### src/rtl/bht_controller.sv
// Branch history table controller.
// Owns a table of two-bit saturating taken/not-taken counters, sweeps it to a
// known value after reset or flush, and arbitrates one table access per cycle
// between the fetch-side lookup port and the execute-side update port.
module bht_controller #(
  parameter int         IDX_W      = 4,
  parameter logic [1:0] INIT_STATE = 2'b01,
  parameter int         CNT_W      = 16
) (
  input  logic             clk,
  input  logic             reset,
  input  logic             flush,
  input  logic             lookup_valid,
  input  logic [IDX_W-1:0] lookup_idx,
  output logic             lookup_ready,
  output logic             pred_valid,
  output logic             pred_taken,
  input  logic             upd_valid,
  input  logic [IDX_W-1:0] upd_idx,
  input  logic             upd_taken,
  input  logic             upd_mispredict,
  output logic             upd_ready,
  output logic             init_busy,
  output logic [CNT_W-1:0] mispredict_count
);

  localparam int DEPTH = 1 << IDX_W;

  localparam logic [0:0] ST_INIT = 1'b0;
  localparam logic [0:0] ST_RUN  = 1'b1;

  // Starvation threshold: after this many consecutive update wins over a
  // waiting lookup, the lookup is forced through.
  localparam logic [1:0] STARVE_MAX = 2'd2;

  // Counter table. No reset: contents are only meaningful after the sweep.
  logic [1:0]       tbl_q [DEPTH];

  logic [0:0]       state_q, state_d;
  logic [IDX_W-1:0] init_ptr_q, init_ptr_d;
  logic [1:0]       starve_q, starve_d;
  logic             pred_valid_q, pred_valid_d;
  logic             pred_taken_q, pred_taken_d;
  logic [CNT_W-1:0] mcnt_q, mcnt_d;

  logic             in_run;
  logic             lk_wins;
  logic             lk_fire;
  logic             up_fire;
  logic [1:0]       upd_old;
  logic [1:0]       upd_new;
  logic             init_last;

  // Arbitration: updates win unless a lookup has waited long enough or no
  // update is requested. Exactly one port shows ready while running, so the
  // two readies can never be high together.
  always_comb begin
    in_run       = (state_q == ST_RUN);
    lk_wins      = lookup_valid && ((starve_q == STARVE_MAX) || !upd_valid);
    lookup_ready = in_run && lk_wins;
    upd_ready    = in_run && !lk_wins;
    // A flush in the same cycle voids whatever was granted.
    lk_fire      = lookup_valid && lookup_ready && !flush;
    up_fire      = upd_valid && upd_ready && !flush;
  end

  // Saturating read-modify-write value for the entry being updated.
  always_comb begin
    upd_old = tbl_q[upd_idx];
    upd_new = upd_old;
    if (upd_taken) begin
      if (upd_old != 2'b11) begin
        upd_new = upd_old + 2'b01;
      end
    end else begin
      if (upd_old != 2'b00) begin
        upd_new = upd_old - 2'b01;
      end
    end
  end

  // Next-state logic for FSM, sweep pointer, starvation guard and outputs.
  always_comb begin
    init_last    = &init_ptr_q;
    state_d      = state_q;
    init_ptr_d   = init_ptr_q;
    starve_d     = starve_q;
    pred_valid_d = lk_fire;
    pred_taken_d = pred_taken_q;
    mcnt_d       = mcnt_q;

    if (flush) begin
      state_d    = ST_INIT;
      init_ptr_d = '0;
    end else if (state_q == ST_INIT) begin
      init_ptr_d = init_ptr_q + 1'b1;
      if (init_last) begin
        state_d = ST_RUN;
      end
    end

    // The guard only counts cycles in which a waiting lookup loses to an update.
    if (flush || !in_run || !lookup_valid || lookup_ready) begin
      starve_d = 2'd0;
    end else if (upd_valid) begin
      starve_d = starve_q + 2'd1;
    end

    if (lk_fire) begin
      pred_taken_d = tbl_q[lookup_idx][1];
    end

    if (up_fire && upd_mispredict && (mcnt_q != {CNT_W{1'b1}})) begin
      mcnt_d = mcnt_q + 1'b1;
    end
  end

  // Control and output registers; reset returns them immediately.
  always_ff @(posedge clk or negedge reset) begin
    if (!reset) begin
      state_q      <= ST_INIT;
      init_ptr_q   <= '0;
      starve_q     <= 2'd0;
      pred_valid_q <= 1'b0;
      pred_taken_q <= 1'b0;
      mcnt_q       <= '0;
    end else begin
      state_q      <= state_d;
      init_ptr_q   <= init_ptr_d;
      starve_q     <= starve_d;
      pred_valid_q <= pred_valid_d;
      pred_taken_q <= pred_taken_d;
      mcnt_q       <= mcnt_d;
    end
  end

  // Table writes: one sweep entry per cycle while initialising, otherwise
  // the granted update. Lookups and updates never share a cycle, so a read
  // always sees every write from earlier edges.
  always_ff @(posedge clk) begin
    if (state_q == ST_INIT) begin
      tbl_q[init_ptr_q] <= INIT_STATE;
    end else if (up_fire) begin
      tbl_q[upd_idx] <= upd_new;
    end
  end

  assign pred_valid       = pred_valid_q;
  assign pred_taken       = pred_taken_q;
  assign init_busy        = (state_q == ST_INIT);
  assign mispredict_count = mcnt_q;

endmodule

### config.mk
export PLATFORM = sky130hd
export DESIGN_NAME = bht_controller
export DESIGN_NICKNAME = d
export VERILOG_FILES = /design/src/rtl/bht_controller.sv
export SDC_FILE = /design/constraint.sdc
export NUM_CORES = 1
export LEC_CHECK = 0
export ABC_CLOCK_PERIOD_IN_PS = 3000
export CORE_MARGIN = 8
export CORE_UTILIZATION = 51
export CTS_CLUSTER_SIZE = 8
export DETAILED_ROUTE_END_ITERATION = 8
export PLACE_DENSITY = 0.75
export SYNTH_ARGS = -nofsm -noshare
export SYNTH_HDL_FRONTEND = slang
export SYNTH_SLANG_ARGS = --single-unit
export TNS_END_PERCENT = 20
### constraint.sdc
create_clock -name clk -period 3 [get_ports clk]
set_input_delay 0.6 -clock clk [delete_from_list [all_inputs] [get_ports clk]]
set_output_delay 0.6 -clock clk [all_outputs]
set_load 0.1 [all_outputs]
---- Word level (Yosys, flattened, before mapping) ----
Memories as Yosys holds them, arrays and structs flattened. A register that Yosys moved wholly into a read port is not among the register bits.
Cells that the tools add are included.
operators by class
  reduce and logical (&&, ||, !) cells .... 23
  bitwise gates (word level) .............. 1
  eq/ne operators ......................... 4
  muxes and demuxes ....................... 17
  add/sub/neg operators ................... 5
operators by type and width
  cell                                              count
  adder 16 x 1 -> 16 bit, second input constant     1
  != test 16 bit, second input constant             1
  2-to-1 mux 2 bit                                  6
  2-to-1 mux 4 bit                                  3
  logical AND 1 bit                                 9
  2-to-1 mux 1 bit                                  8
  logical NOT 1 bit                                 6
  adder 2 x 1 -> 2 bit, second input constant       2
  adder 4 x 1 -> 4 bit, second input constant       1
  logical OR 1 bit                                  4
  != test 2 bit, second input constant              2
  AND reduction 4 bit                               1
  nonzero test 2 bit                                2
  equality test 2 bit, second input constant        1
  OR reduction 2 bit                                1
  subtractor 2 x 1 -> 2 bit, second input constant  1
  NOT 1 bit                                         1
storage, ports and cells
  register bits after elaboration ......... 24
  memories ................................ 1
  RAM bits ................................ 32
  bits of input ports ..................... 15
  output and inout bits ................... 21
  logic and storage cells ................. 56
memories
  name   depth  bits a word  read ports  clocked after memory_dff  wr ports  RTL line  source
  tbl_q  16     2            2           1                         1         37        logic [1:0] tbl_q [DEPTH];

---- Longest topological paths before layout ----
  depth after elaboration ................. 12
  gate-level depth with buffers ........... 8
  gate-level depth less buffers ........... 7

---- Worst setup path after synthesis ----
OpenSTA, ideal clock, no wires.
  kind .................................... reg-to-output
  from .................................... reg state_q, in the netlist in_run
  to ...................................... out upd_ready
  cell stages (with the launch flop) ...... 4
  path buffers ............................ 1
  required time ........................... 2400 ps
  path slack .............................. -108 ps
  data arrival time ....................... 2508 ps
  path through ............................ dfrtp_1 > buf_2 > inv_1 > a21oi_1
between the ends
  longest elaborated chain between the ends .. 1
RTL lines
  item                      RTL line  source
  start: declaration        39        logic [0:0] state_q, state_d;
  start signal: assignment  128       state_q <= state_d;
  logical AND 1 bit         61        upd_ready = in_run && !lk_wins;
  end: declaration          22        output logic upd_ready,
Every way passes these cells.

---- Worst setup path after layout ----
  from .................................... in upd_idx[0]
  to ...................................... mem tbl_q[1][1] (data pin)
between the ends
  longest elaborated chain between the ends .. 5
  elaborated cells between the ends (all ways) .. 9
  those cells by class .................... 2 x add/sub; 1 x eq/ne; 4 x mux; 1 x reduce/logical; 1 x memory
RTL lines
  item                                                     RTL line  source
  start: declaration                                       19        input logic [IDX_W-1:0] upd_idx,
  memory (16 x 2 bit) (*)                                  n/a
  subtractor 2 x 1 -> 2 bit, or another cell as far along  77        upd_new = upd_old - 2'b01;
  2-to-1 mux 2 bit (on tied branches)                      76, 72
  2-to-1 mux 2 bit (*)                                     71        if (upd_taken) begin
  2-to-1 mux 2 bit (no line) (*)                           n/a
  end: declaration                                         37
Mark *: on every way between the ends. The rest lies on a longest branch, timed or not.

==> results.txt <==
Status -> completed
Final Wtd Congestion -> 0.852
Syn nets -> 221
Crit path cell chain -> clkdlybuf4s50_1 > buf_12 > mux4_2 > a22oi_1 > nand3_1 > o21ai_0 > a21oi_1 > buf_4
Yosys cell types -> 36
Total Wirelength -> 5670 microns
Buffers on Ports -> 35
Max Transition Viols Final -> 0
Yosys warns -> 0
Cell taking the most area after synthesis -> edfxtp_1
Period minus WS final -> 2.52 ns
Drt via density -> 5.73
Clock slew at reported path FFs -> 0.06 ns
Startpoint types -> primary input
Die width -> 88.8 microns
Final Skew -> 0.00614 ns
Vias in the first global route -> 1838
Clock sink count -> 57
Starting DRC count in detailed routing -> 107
Hold buffer count at CTS -> 0
Share of cells above drive strength 1 -> 0.211
CP required -> 3.07 ns
FF-to-FF path depth -> 5
DR pass1 iterations -> 4
Pin count of the biggest net entering global routing -> 26
Max H-tree Level -> 3
Most common cell after layout, fill and taps aside -> edfxtp_1
Ranking of synthesized cells by area -> edfxtp_1 (36%), dfrtp_1 (23%), mux4_2 (7.5%)
CTS tree -> built
Floorplan core area -> 5110 sq um
F_max -> 0.397 GHz
# Max-Cap Violations -> 0
Setup TNS -> 0 ns
Die span in y -> 88.8 microns
Hold worst-path end -> starve_q[0]$_DFFE_PN0P_
Rows -> 26
Non-Filler Instances -> 326
Peak VDD IR -> 0.253 mV
Setup violators final -> 0
Gate power share -> 0.069
Total power -> 0.00182 W
Largest stage delay on the critical path -> 0.50 ns
Mapped Avg Cell Area -> 13.3 sq um
Slowest stage cell, crit path -> clkdlybuf4s50_1
Gate Count Post-Synth -> 203
Final nets -> 269
Yosys reg bits -> 57
ANT nets after route -> 0
R2R Setup Slk -> 0.96 ns
Clk_lat worst skew -> 0.33 ns
Post_cts resized -> 0
CP delay by family, top -> buffers and inverters
Yosys top cell area share -> 0.356
Starting density of the core -> 0.529
Pleak -> 1.37 nW
RSZ-0062 raised after global routing -> no
Relative slew slack -> 0.644
Critical path class -> in2reg
Seq/Total Area, Yosys -> 0.588
Cell area power density -> 538 nW/um^2
Switch share -> 0.210
Tightest Pin Transition -> 0.531 ns
Hold Path Depth -> 1
Initial antenna violation count -> 0
Top library cells by usage in the layout, fill and taps aside -> edfxtp_1 (32), nor2_1 (26), dfrtp_1 (25)
Worst path buffer plus inverter count -> 3
Hold Path Class -> reg2reg
Cell count along the critical path -> 8
First-pass GRT wire length -> 9220 microns
Post-CTS Setup Inserts -> 0
Register Area -> 1590 sq um
Worst EP arrival -> 2.59 ns
DRC Markers -> 0
P_sw -> 0.000383 W
HPWL Detailed -> 4240 microns
Tcrit/Tclk final -> 0.839
Final Hold Viols -> 0
Share of total power in sequential cells -> 0.464
Die area -> 7880 sq um
Area Overhead vs Synth -> 25.3%
Longest Clk Path Bufs -> 2
Routed via count -> 1869
Final Util -> 0.663
FF-to-FF Start -> in_run$_DFF_PN0_
Cell area after synthesis -> 2700 sq um
Crit-path max FO -> 16
ANT cells -> 0
Clock Power Share -> 0.467
GRT overflow -> 0
Drt wl/cell -> 17.4 microns
Clock root cell -> clkbuf_8
Hold Path Origin -> starve_q[0]$_DFFE_PN0P_
Total I/O pin count -> 36
Internal power component -> 0.00144 W
Critical R2R Capture -> tbl_q[2][1]$_DFFE_PP_
Placed insts -> 310
GRT Overall Usage -> 0.160
Area occupied by multi-input gates -> 1070 sq um
Critical Path End Type -> flop
FILL cells -> 391
CTS buffer count -> 9
[power by group through the flow]
stage | sequential, W | clock, W | combinational (W)
after CTS | 0.000844 | 0.000860 | 0.000127
final | 0.000844 | 0.000851 | 0.000126
after global placement | 0.000859 | 0 | 0.000123
after detailed placement | 0.000860 | 0 | 0.000126
after floorplan | 0.000868 | 0 | 0.0000600
after global routing | 0.000845 | 0.000900 | 0.000138
[synth_stat cells, drive strengths merged]
cell type  number
a21oi           5
ha              3
a32oi           2
inv             6
nand2b          2
clkbuf          1
nand3          12
nor2b           4
a31oi           4
and3b           1
nand4           4
and2            1
a311oi          1
nor4b           1
and4            4
mux2            2
xor2            3
nor3b           2
xnor2          15
nand3b          1
mux2i           1
mux4           13
nor3            3
a21o            1
buf             3
edfxtp         32
a22oi           3
a211oi          1
and3            5
dfrtp          25
nand2          14
o21ai           2
nor2           26
[per-layer routing]
layer / vias up / track usage / routed length [microns]
li1: 866 / - / -
met1: 928 / 0.189 / 2310
met2: 66 / 0.262 / 2920
met3: 9 / 0.0464 / 352
met4: 0 / 0.0691 / 90
met5: - / 0 / 0
[kinds of logic (layout without fill, tap and decap cells)]
logic type / count (synthesis) / count (layout) / synth area share
xor+xnor: 18 / 18 / 0.0584
compound gates: 19 / 19 / 0.0459
mux: 16 / 16 / 0.127
simple gates: 80 / 80 / 0.151
fa+ha+maj: 3 / 3 / 0.0139
buf+inv: 10 / 63 / 0.0162
flops: 57 / 57 / 0.588
[stage by stage]
stage,setup WS [ns],hold WS [ns],instance area (sq um)
floorplan,0.0923,0.304,2700
global placement,0.218,0.424,3150
detailed placement,0.136,0.425,3150
CTS,0.486,0.434,3380
global route,0.335,0.486,3380
finish,0.483,0.432,3380
[area by class of cell]
cell class	count	share of cell area
Tap cell	70	0.0259
Timing Repair Buffer	41	0.112
Clock buffer	10	0.0377
Inverter	6	0.00665
Clock inverter	6	0.0314
Multi-Input combinational cell	136	0.317
Sequential cell	57	0.469
[worst max path at each step]
stage | start | end | slack (ns)
floorplan | in_run$_DFF_PN0_ | lookup_ready | 0.09
global placement | upd_idx[0] | tbl_q[11][1]$_DFFE_PP_ | 0.22
detailed placement | upd_idx[0] | tbl_q[9][1]$_DFFE_PP_ | 0.14
CTS | upd_idx[0] | tbl_q[0][1]$_DFFE_PP_ | 0.49
global route | upd_idx[0] | tbl_q[15][1]$_DFFE_PP_ | 0.34
finish | upd_idx[0] | tbl_q[1][1]$_DFFE_PP_ | 0.48
[state kept, by name (all words and copies together), names as in the netlist]
register,count
pred_taken,1
init_ptr_q,4
pred_valid,1
tbl_q,32
starve_q,2
mispredict_count,16
in_run,1
No activity file was read; power rests on OpenSTA's default activity.
